--- src/rtl/decoder_pkg.sv ---
`default_nettype none
// ============================================================================
//  Module      : decoder_pkg
//  Description : Shared types and defaults for the N-COBS trace arbiter
//                slice: data word type, default requester count, default
//                encoder CSR address and the arbiter state encoding.
//  Revision    : 1.0 - initial release
// ============================================================================
package decoder_pkg;

    // One trace word as presented by a requester and consumed by the encoder
    typedef logic [31:0] word;

    // Default number of trace requesters (index 0 = highest priority)
    localparam int c_NUM_LEVELS = 2;

    // Default CSR address of the N-COBS encoder write port
    localparam logic [11:0] c_CSR_ADDR = 12'h051;

    // Arbiter sequencing states
    typedef enum logic [1:0] {
        S_IDLE   = 2'd0,
        S_STREAM = 2'd1,
        S_CLOSE  = 2'd2
    } arb_state_e;

endpackage : decoder_pkg
`default_nettype wire

--- src/rtl/n_cobs_trace_arbiter_prio_pick.sv ---
`default_nettype none
// ============================================================================
//  Module      : n_cobs_trace_arbiter_prio_pick
//  Description : Combinational lowest-index-set finder over the request
//                vector. An optional lock forces the result to a given
//                index so an in-progress message cannot be preempted.
//  Revision    : 1.0 - initial release
// ============================================================================
module n_cobs_trace_arbiter_prio_pick #(
    parameter int NUM_REQ = 2,
    parameter int IDX_W   = 2
) (
    input  logic [NUM_REQ-1:0] i_req,
    input  logic               i_lock_en,
    input  logic [IDX_W-1:0]   i_lock_idx,
    output logic               o_found,
    output logic [IDX_W-1:0]   o_idx
);

    // Scan from the top down so the lowest set index is the one that sticks
    always_comb begin
        o_found = 1'b0;
        o_idx   = '0;
        for (int i = NUM_REQ - 1; i >= 0; i--) begin
            if (i_req[i]) begin
                o_found = 1'b1;
                o_idx   = IDX_W'(i);
            end
        end
        if (i_lock_en) begin
            o_found = 1'b1;
            o_idx   = i_lock_idx;
        end
    end

endmodule : n_cobs_trace_arbiter_prio_pick
`default_nettype wire

--- src/rtl/n_cobs_trace_arbiter.sv ---
`default_nettype none
// ============================================================================
//  Module      : n_cobs_trace_arbiter
//  Description : Priority arbiter / sequencer sharing one n_cobs_encoder
//                between NumLevels trace requesters. Words are accepted one
//                per cycle from the granted requester and forwarded to the
//                encoder one cycle later; every completed message is followed
//                by a single CLOSE cycle. Higher-priority requesters may
//                preempt at word boundaries, producing nested frames.
//  Config      : N_COBS_ARB_PREEMPT_EN - when defined, the grant may move to
//                a higher-priority requester on any streaming cycle; when
//                undefined, an in-progress message holds the grant until its
//                last word.
//  Revision    : 1.0 - initial release
// ============================================================================
module n_cobs_trace_arbiter
    import decoder_pkg::*;
#(
    parameter int          NumLevels = c_NUM_LEVELS,
    parameter logic [11:0] CsrAddr   = c_CSR_ADDR,
    parameter int          LevelW    = $clog2(NumLevels + 1)
) (
    input  logic                       clk_i,
    input  logic                       reset_ni,
    input  logic [NumLevels-1:0]       req_valid_i,
    input  logic [NumLevels-1:0][31:0] req_data_i,
    input  logic [NumLevels-1:0]       req_last_i,
    output logic [NumLevels-1:0]       req_ready_o,
    input  logic                       fifo_full_i,
    output logic                       csr_enable_o,
    output logic [31:0]                rs1_data_o,
    output logic [LevelW-1:0]          level_o,
    output logic [11:0]                csr_addr_o,
    output logic [31:0]                timer_o,
    output logic                       busy_o
);

`ifdef N_COBS_ARB_PREEMPT_EN
    localparam logic c_LOCK_EN = 1'b0;
`else
    localparam logic c_LOCK_EN = 1'b1;
`endif

    localparam logic [LevelW-1:0] c_IDLE_LEVEL = LevelW'(NumLevels);

    // Sequencing state
    arb_state_e             r_state;
    arb_state_e             w_state_nxt;
    logic [LevelW-1:0]      r_gnt;
    logic [LevelW-1:0]      w_gnt_nxt;
    logic [NumLevels-1:0]   r_inprog;
    logic [NumLevels-1:0]   w_inprog_nxt;

    // Encoder-facing registers
    logic                   r_csr_enable;
    word                    r_rs1_data;
    logic [LevelW-1:0]      r_level;
    word                    r_timer;

    // Acceptance path
    logic [NumLevels-1:0]   w_ready;
    logic                   w_accept;
    logic                   w_acc_last;
    word                    w_acc_data;
    logic                   w_gnt_inprog;

    // Candidate selection
    logic [NumLevels-1:0]   w_cand_vec;
    logic                   w_cand_found;
    logic [LevelW-1:0]      w_cand_idx;
    logic                   w_lock;

    // A stalled in-progress message stays a candidate, so it blocks every
    // lower level while still letting higher levels in
    assign w_cand_vec = req_valid_i | r_inprog;
    assign w_lock     = c_LOCK_EN & w_gnt_inprog;

    n_cobs_trace_arbiter_prio_pick #(
        .NUM_REQ (NumLevels),
        .IDX_W   (LevelW)
    ) u_prio_pick (
        .i_req      (w_cand_vec),
        .i_lock_en  (w_lock),
        .i_lock_idx (r_gnt),
        .o_found    (w_cand_found),
        .o_idx      (w_cand_idx)
    );

    // Select the granted requester's word and raise its ready when streaming
    always_comb begin
        w_ready      = '0;
        w_acc_data   = '0;
        w_acc_last   = 1'b0;
        w_gnt_inprog = 1'b0;
        for (int i = 0; i < NumLevels; i++) begin
            if (r_gnt == LevelW'(i)) begin
                w_ready[i]   = req_valid_i[i] & ~fifo_full_i & (r_state == S_STREAM);
                w_acc_data   = req_data_i[i];
                w_acc_last   = req_last_i[i];
                w_gnt_inprog = r_inprog[i];
            end
        end
        w_accept = |w_ready;
    end

    // Track which requesters have a partially sent message
    always_comb begin
        w_inprog_nxt = r_inprog;
        for (int i = 0; i < NumLevels; i++) begin
            if (w_ready[i]) begin
                w_inprog_nxt[i] = ~req_last_i[i];
            end
        end
    end

    // Next-state and grant decision
    always_comb begin
        w_state_nxt = r_state;
        w_gnt_nxt   = r_gnt;
        case (r_state)
            S_IDLE: begin
                if (w_cand_found) begin
                    w_state_nxt = S_STREAM;
                    w_gnt_nxt   = w_cand_idx;
                end
            end
            S_STREAM: begin
                if (w_cand_found) begin
                    w_gnt_nxt = w_cand_idx;
                end
                if (w_accept && w_acc_last) begin
                    w_state_nxt = S_CLOSE;
                end else if (!w_cand_found) begin
                    // Only reachable if a requester withdraws an unaccepted word
                    w_state_nxt = S_IDLE;
                end
            end
            S_CLOSE: begin
                if ((|r_inprog) || (|req_valid_i)) begin
                    w_state_nxt = S_STREAM;
                end else begin
                    w_state_nxt = S_IDLE;
                end
            end
            default: begin
                w_state_nxt = S_IDLE;
            end
        endcase
    end

    // State, grant and in-progress registers
    always_ff @(posedge clk_i or negedge reset_ni) begin
        if (!reset_ni) begin
            r_state  <= S_IDLE;
            r_gnt    <= '0;
            r_inprog <= '0;
        end else begin
            r_state  <= w_state_nxt;
            r_gnt    <= w_gnt_nxt;
            r_inprog <= w_inprog_nxt;
        end
    end

    // Encoder strobe, data and level; level parks at the idle value once the
    // sequencer has settled in S_IDLE after a CLOSE cycle
    always_ff @(posedge clk_i or negedge reset_ni) begin
        if (!reset_ni) begin
            r_csr_enable <= 1'b0;
            r_rs1_data   <= '0;
            r_level      <= c_IDLE_LEVEL;
        end else begin
            r_csr_enable <= w_accept;
            if (w_accept) begin
                r_rs1_data <= w_acc_data;
                r_level    <= r_gnt;
            end else if (r_state == S_IDLE) begin
                r_level    <= c_IDLE_LEVEL;
            end
        end
    end

    // Free-running timestamp, wraps naturally at 2^32
    always_ff @(posedge clk_i or negedge reset_ni) begin
        if (!reset_ni) begin
            r_timer <= '0;
        end else begin
            r_timer <= r_timer + 32'd1;
        end
    end

    assign req_ready_o  = w_ready;
    assign csr_enable_o = r_csr_enable;
    assign rs1_data_o   = r_rs1_data;
    assign level_o      = r_level;
    assign csr_addr_o   = CsrAddr;
    assign timer_o      = r_timer;
    assign busy_o       = |r_inprog;

endmodule : n_cobs_trace_arbiter
`default_nettype wire

--- config.mk ---
export PLATFORM = sky130hd
export DESIGN_NAME = n_cobs_trace_arbiter
export DESIGN_NICKNAME = d
export VERILOG_FILES = /design/src/rtl/decoder_pkg.sv /design/src/rtl/n_cobs_trace_arbiter_prio_pick.sv /design/src/rtl/n_cobs_trace_arbiter.sv
export SDC_FILE = /design/constraint.sdc
export NUM_CORES = 1
export LEC_CHECK = 0
export ABC_AREA = 1
export CORE_UTILIZATION = 40
export DETAILED_ROUTE_END_ITERATION = 10
export DONT_BUFFER_PORTS = 1
export HOLD_SLACK_MARGIN = 0.02
export PLACE_DENSITY = 0.57
export SLEW_MARGIN = 5
export SYNTH_ARGS = -nofsm -noshare
export SYNTH_HDL_FRONTEND = slang
export SYNTH_SLANG_ARGS = --single-unit
--- constraint.sdc ---
create_clock -name clk_i -period 2.85 [get_ports clk_i]
set_input_delay 0.4275 -clock clk_i [delete_from_list [all_inputs] [get_ports clk_i]]
set_output_delay 0.4275 -clock clk_i [all_outputs]
set_load 0.01 [all_outputs]
==> summary.md <==
The run finished with clean final reports. Final period demand of the worst path: 2.10 ns. STA classifies the critical path endpoint as an output port.

The total count of max-transition violations in the final report was 0; the number of buffers created by CTS was 9. Largest area contributor in the netlist: dfrtp_1. Row generation in the floorplan step produced 34 rows. Synthesis produced 443 cells.

The number of storage elements in the synthesis netlist is 72. The number of setup buffers added after CTS was 0; the total overflow reported by the global router was 0. Setup violations remaining at the end of the flow were counted as 0. Summing the sequential cell areas from Yosys gives 50.4% of the chip area. After detailed routing, the number of remaining DRC violations is 0.

Walking the worst path, the cells encountered are inv_4, nand2_2, nor2_1. Of the post-synthesis cell area, the part taken by muxes is 0%. Gates resized during post-CTS repair numbered 0. The commonest non-fill, non-tap cell in the layout was nand2_1.

Global routing used 18.5% of the available tracks across all layers. The H-tree generated during clock tree synthesis spans 3 levels. For the worst setup path, the data arrival time is 1.67 ns.

Final-layout fill cell count: 881. The post-route setup TNS came out at 0 ns. The endpoint required time on the critical path is 2.42 ns, and the length of the first detailed-routing pass in iterations is 5.

The overall die width was 96.6 um; the number of global-route vias before repair was 2720. Overall power consumption after layout is estimated at 0.00299 W. The initial antenna violation count is 0.

The last weighted congestion value of the routability-driven placer was 0.823; the delay of the slowest critical-path stage was 0.52 ns. The flip-flop cell with the highest count after synthesis is dfrtp_1. The tools report the number of warnings issued by yosys as 0. The cell with the biggest individual delay on the critical path is dfrtp_1. Across the routed clock network, the largest skew measured is 0.00877 ns. Pin placement for this block handled 153 I/O pins.

The run gives 0 as the residual antenna-violating net count after detailed routing. Summing all flip-flop and latch instances after layout gives 1800 um2. The tree is rooted in a clkbuf_8. Setup repair after global routing left no endpoint under its margin. In this run the critical register-to-register path is captured at r_state[0]$_DFFE_PN0P_. For flop-to-flop paths, the worst setup slack is 1.01 ns. The tools report the nature of the critical path startpoint as a flop.

The DRC marker count from the first detailed-route iteration came out at 58. The net count of the finished layout is 514. The number of buffers added on ports is 0, and the number of enable-type register cells in the synthesized netlist is 0. The synthesized netlist occupies a cell area of 3580 um2. The core footprint was 8680 um2; the power per standard cell area was 775 nW/um2. The buffer levels on the longest clock path was 2; the fraction of the mapped netlist area in compound gates was 7.07%. The startpoint identified for the worst register-to-register timing path is r_gnt[0]$_DFFE_PN0P_.

The number of hold violations in the final report is 0. VDD sags by at most 0.000393 V. In the post-synthesis netlist, the biggest area contributors are dfrtp_1 (50%), nand2_1 (17%), nor2_1 (7.8%). For this block, the routed nets add up to 7.94 mm of wire. The tools report the antenna cell count as 0. TritonCTS built the clock tree.

The HPWL after detailed placement came out at 5.85 mm. In the layout the commonest cells are nand2_1 (158), nor2_1 (74), dfrtp_1 (71), a31oi_1 (32), inv_1 (20). The fraction of synthesis flops using an asynchronous set or reset pin is 100%. The run gives 73 as the pin count of the biggest net entering global routing. A synthesized cell averages 8.07 um2. The synthesized netlist devotes 30.2% of its cell area to simple gates. The global-route wire length before repair was 13.0 mm.

The fraction of the mapped netlist area in adder cells was 0.350%. The leakage power figure was 1.72 nW; the sink count of the clock tree was 72. Starting utilization of the core area: 41.2%. The die extent in y was 96.6 um. Period utilization: 73.7%.

The tools report the total die area as 9320 um2. The endpoint of the most critical setup path was req_ready_o[0]. After clock tree synthesis, the clock-pin slew on the worst setup and hold paths is 0.08 ns. Using the TritonRoute via totals, the vias-per-cell ratio works out to 4.98.

Of the cells placed in the final design, the portion with a size suffix greater than 1 is 6.94%. The routed length per instance is 14.3 um, and the XOR/XNOR share of the synthesized area is 4.41%. The clock reaches the later pin of the worst-skew pair after 0.35 ns.

The area growth from synthesis to layout is 7.73%. The area occupied by multi-input gates was 1550 um2. The max-capacitance violation count is 0. The run gives 27 as the number of distinct standard cells referenced by the synthesized netlist. The path type of the worst min-delay path was primary input to flop. The maximum fanout along the worst path came out at 35.

By area, the combinational part of the netlist is dominated by simple AND/OR/NAND/NOR gates. In this run the worst setup path begins at r_gnt[0]$_DFFE_PN0P_. Across all layers, the routed design uses 2763 vias. The worst setup path is of the flop to output port kind. The worst register-to-register path has a depth of 7. The tools report the cts-stage hold buffer count as 2. In this run the biggest area consumer among cell types represents 49.7% of the synthesized area.

The peak clock frequency supported by timing was 0.476 GHz.
## report_power, final
part           internal (W)  switching [W]  total, W  leakage [nW]
Sequential          0.00129       0.000328   0.00162         0.883
Combinational      0.000194       0.000277  0.000471         0.729
Clock              0.000494       0.000407  0.000901         0.110
## worst min path at each step
stage                  start                      end  slack (ns)  depth (start not counted)
2_1_floorplan       reset_ni   csr_enable_o$_DFF_PN0_        0.13                          0
3_3_place_gp        reset_ni     timer_o[6]$_DFF_PN0_        0.13                          0
3_5_place_dp        reset_ni     timer_o[6]$_DFF_PN0_        0.13                          0
4_1_cts        req_last_i[0]  r_inprog[0]$_DFFE_PN0P_        0.15                          1
5_1_grt        req_last_i[0]  r_inprog[0]$_DFFE_PN0P_        0.14                          1
6_report       req_last_i[0]  r_inprog[0]$_DFFE_PN0P_        0.16                          1
## cell families after synthesis
group | Yosys count
other | 2
buffers and inverters | 47
XOR/XNOR | 18
AND/OR/NAND/NOR | 263
flip-flops | 72
adder cells (fa/ha/maj) | 1
AO/OA/AOI/OAI | 40
## layout make-up
type	instances	share of cell area, %
tap	108	3.51
clock buffer	9	3.22
sequential	72	46.8
timing repair buffer	4	1.69
multi-input combinational	334	40.2
inverter	21	2.11
clock inverter	7	2.47
## cells in the mapped netlist, drive strengths merged (4+ instances only)
| master | n |
|---|---|
| nor2 | 79 |
| a31oi | 32 |
| xor2 | 12 |
| dfrtp | 71 |
| buf | 19 |
| nand2 | 160 |
| xnor2 | 6 |
| nand3 | 7 |
| a21oi | 4 |
| inv | 21 |
| clkbuf | 7 |
| nand3b | 11 |
## registers in the layout (all words and copies together), names as in the netlist
| register | cells |
|---|---|
| level_o | 2 |
| timer_o | 32 |
| csr_enable_o | 1 |
| r_gnt | 1 |
| r_state | 2 |
| r_inprog | 2 |
| rs1_data_o | 32 |
## critical path, delay by kind of cell (launching register included)
kind | cells | cell delay, ns
DFF | 1 | 0.52
buffers and inverters | 1 | 0.33
and+or+nand+nor | 2 | 0.47
## per-stage QoR
stage,hold slack (ns),area (um2),std cells,setup slack (ns),util [%]
2_1_floorplan,0.132,3610,453,1.47,-
3_3_place_gp,0.133,3600,537,1.06,41.4
3_5_place_dp,0.134,3600,537,1.01,41.4
4_1_cts,0.149,3850,555,0.716,44.4
5_1_grt,0.139,3850,555,0.564,44.4
6_report,0.163,3850,555,0.750,44.4
## per-layer routing
metal | wire length, um | global-route usage, %
met3 | 726 | 7.43
met4 | 114 | 6.62
met1 | 3370 | 21.7
met5 | 0 | 0
met2 | 3730 | 30.5
(Power assumes the default switching activity.)
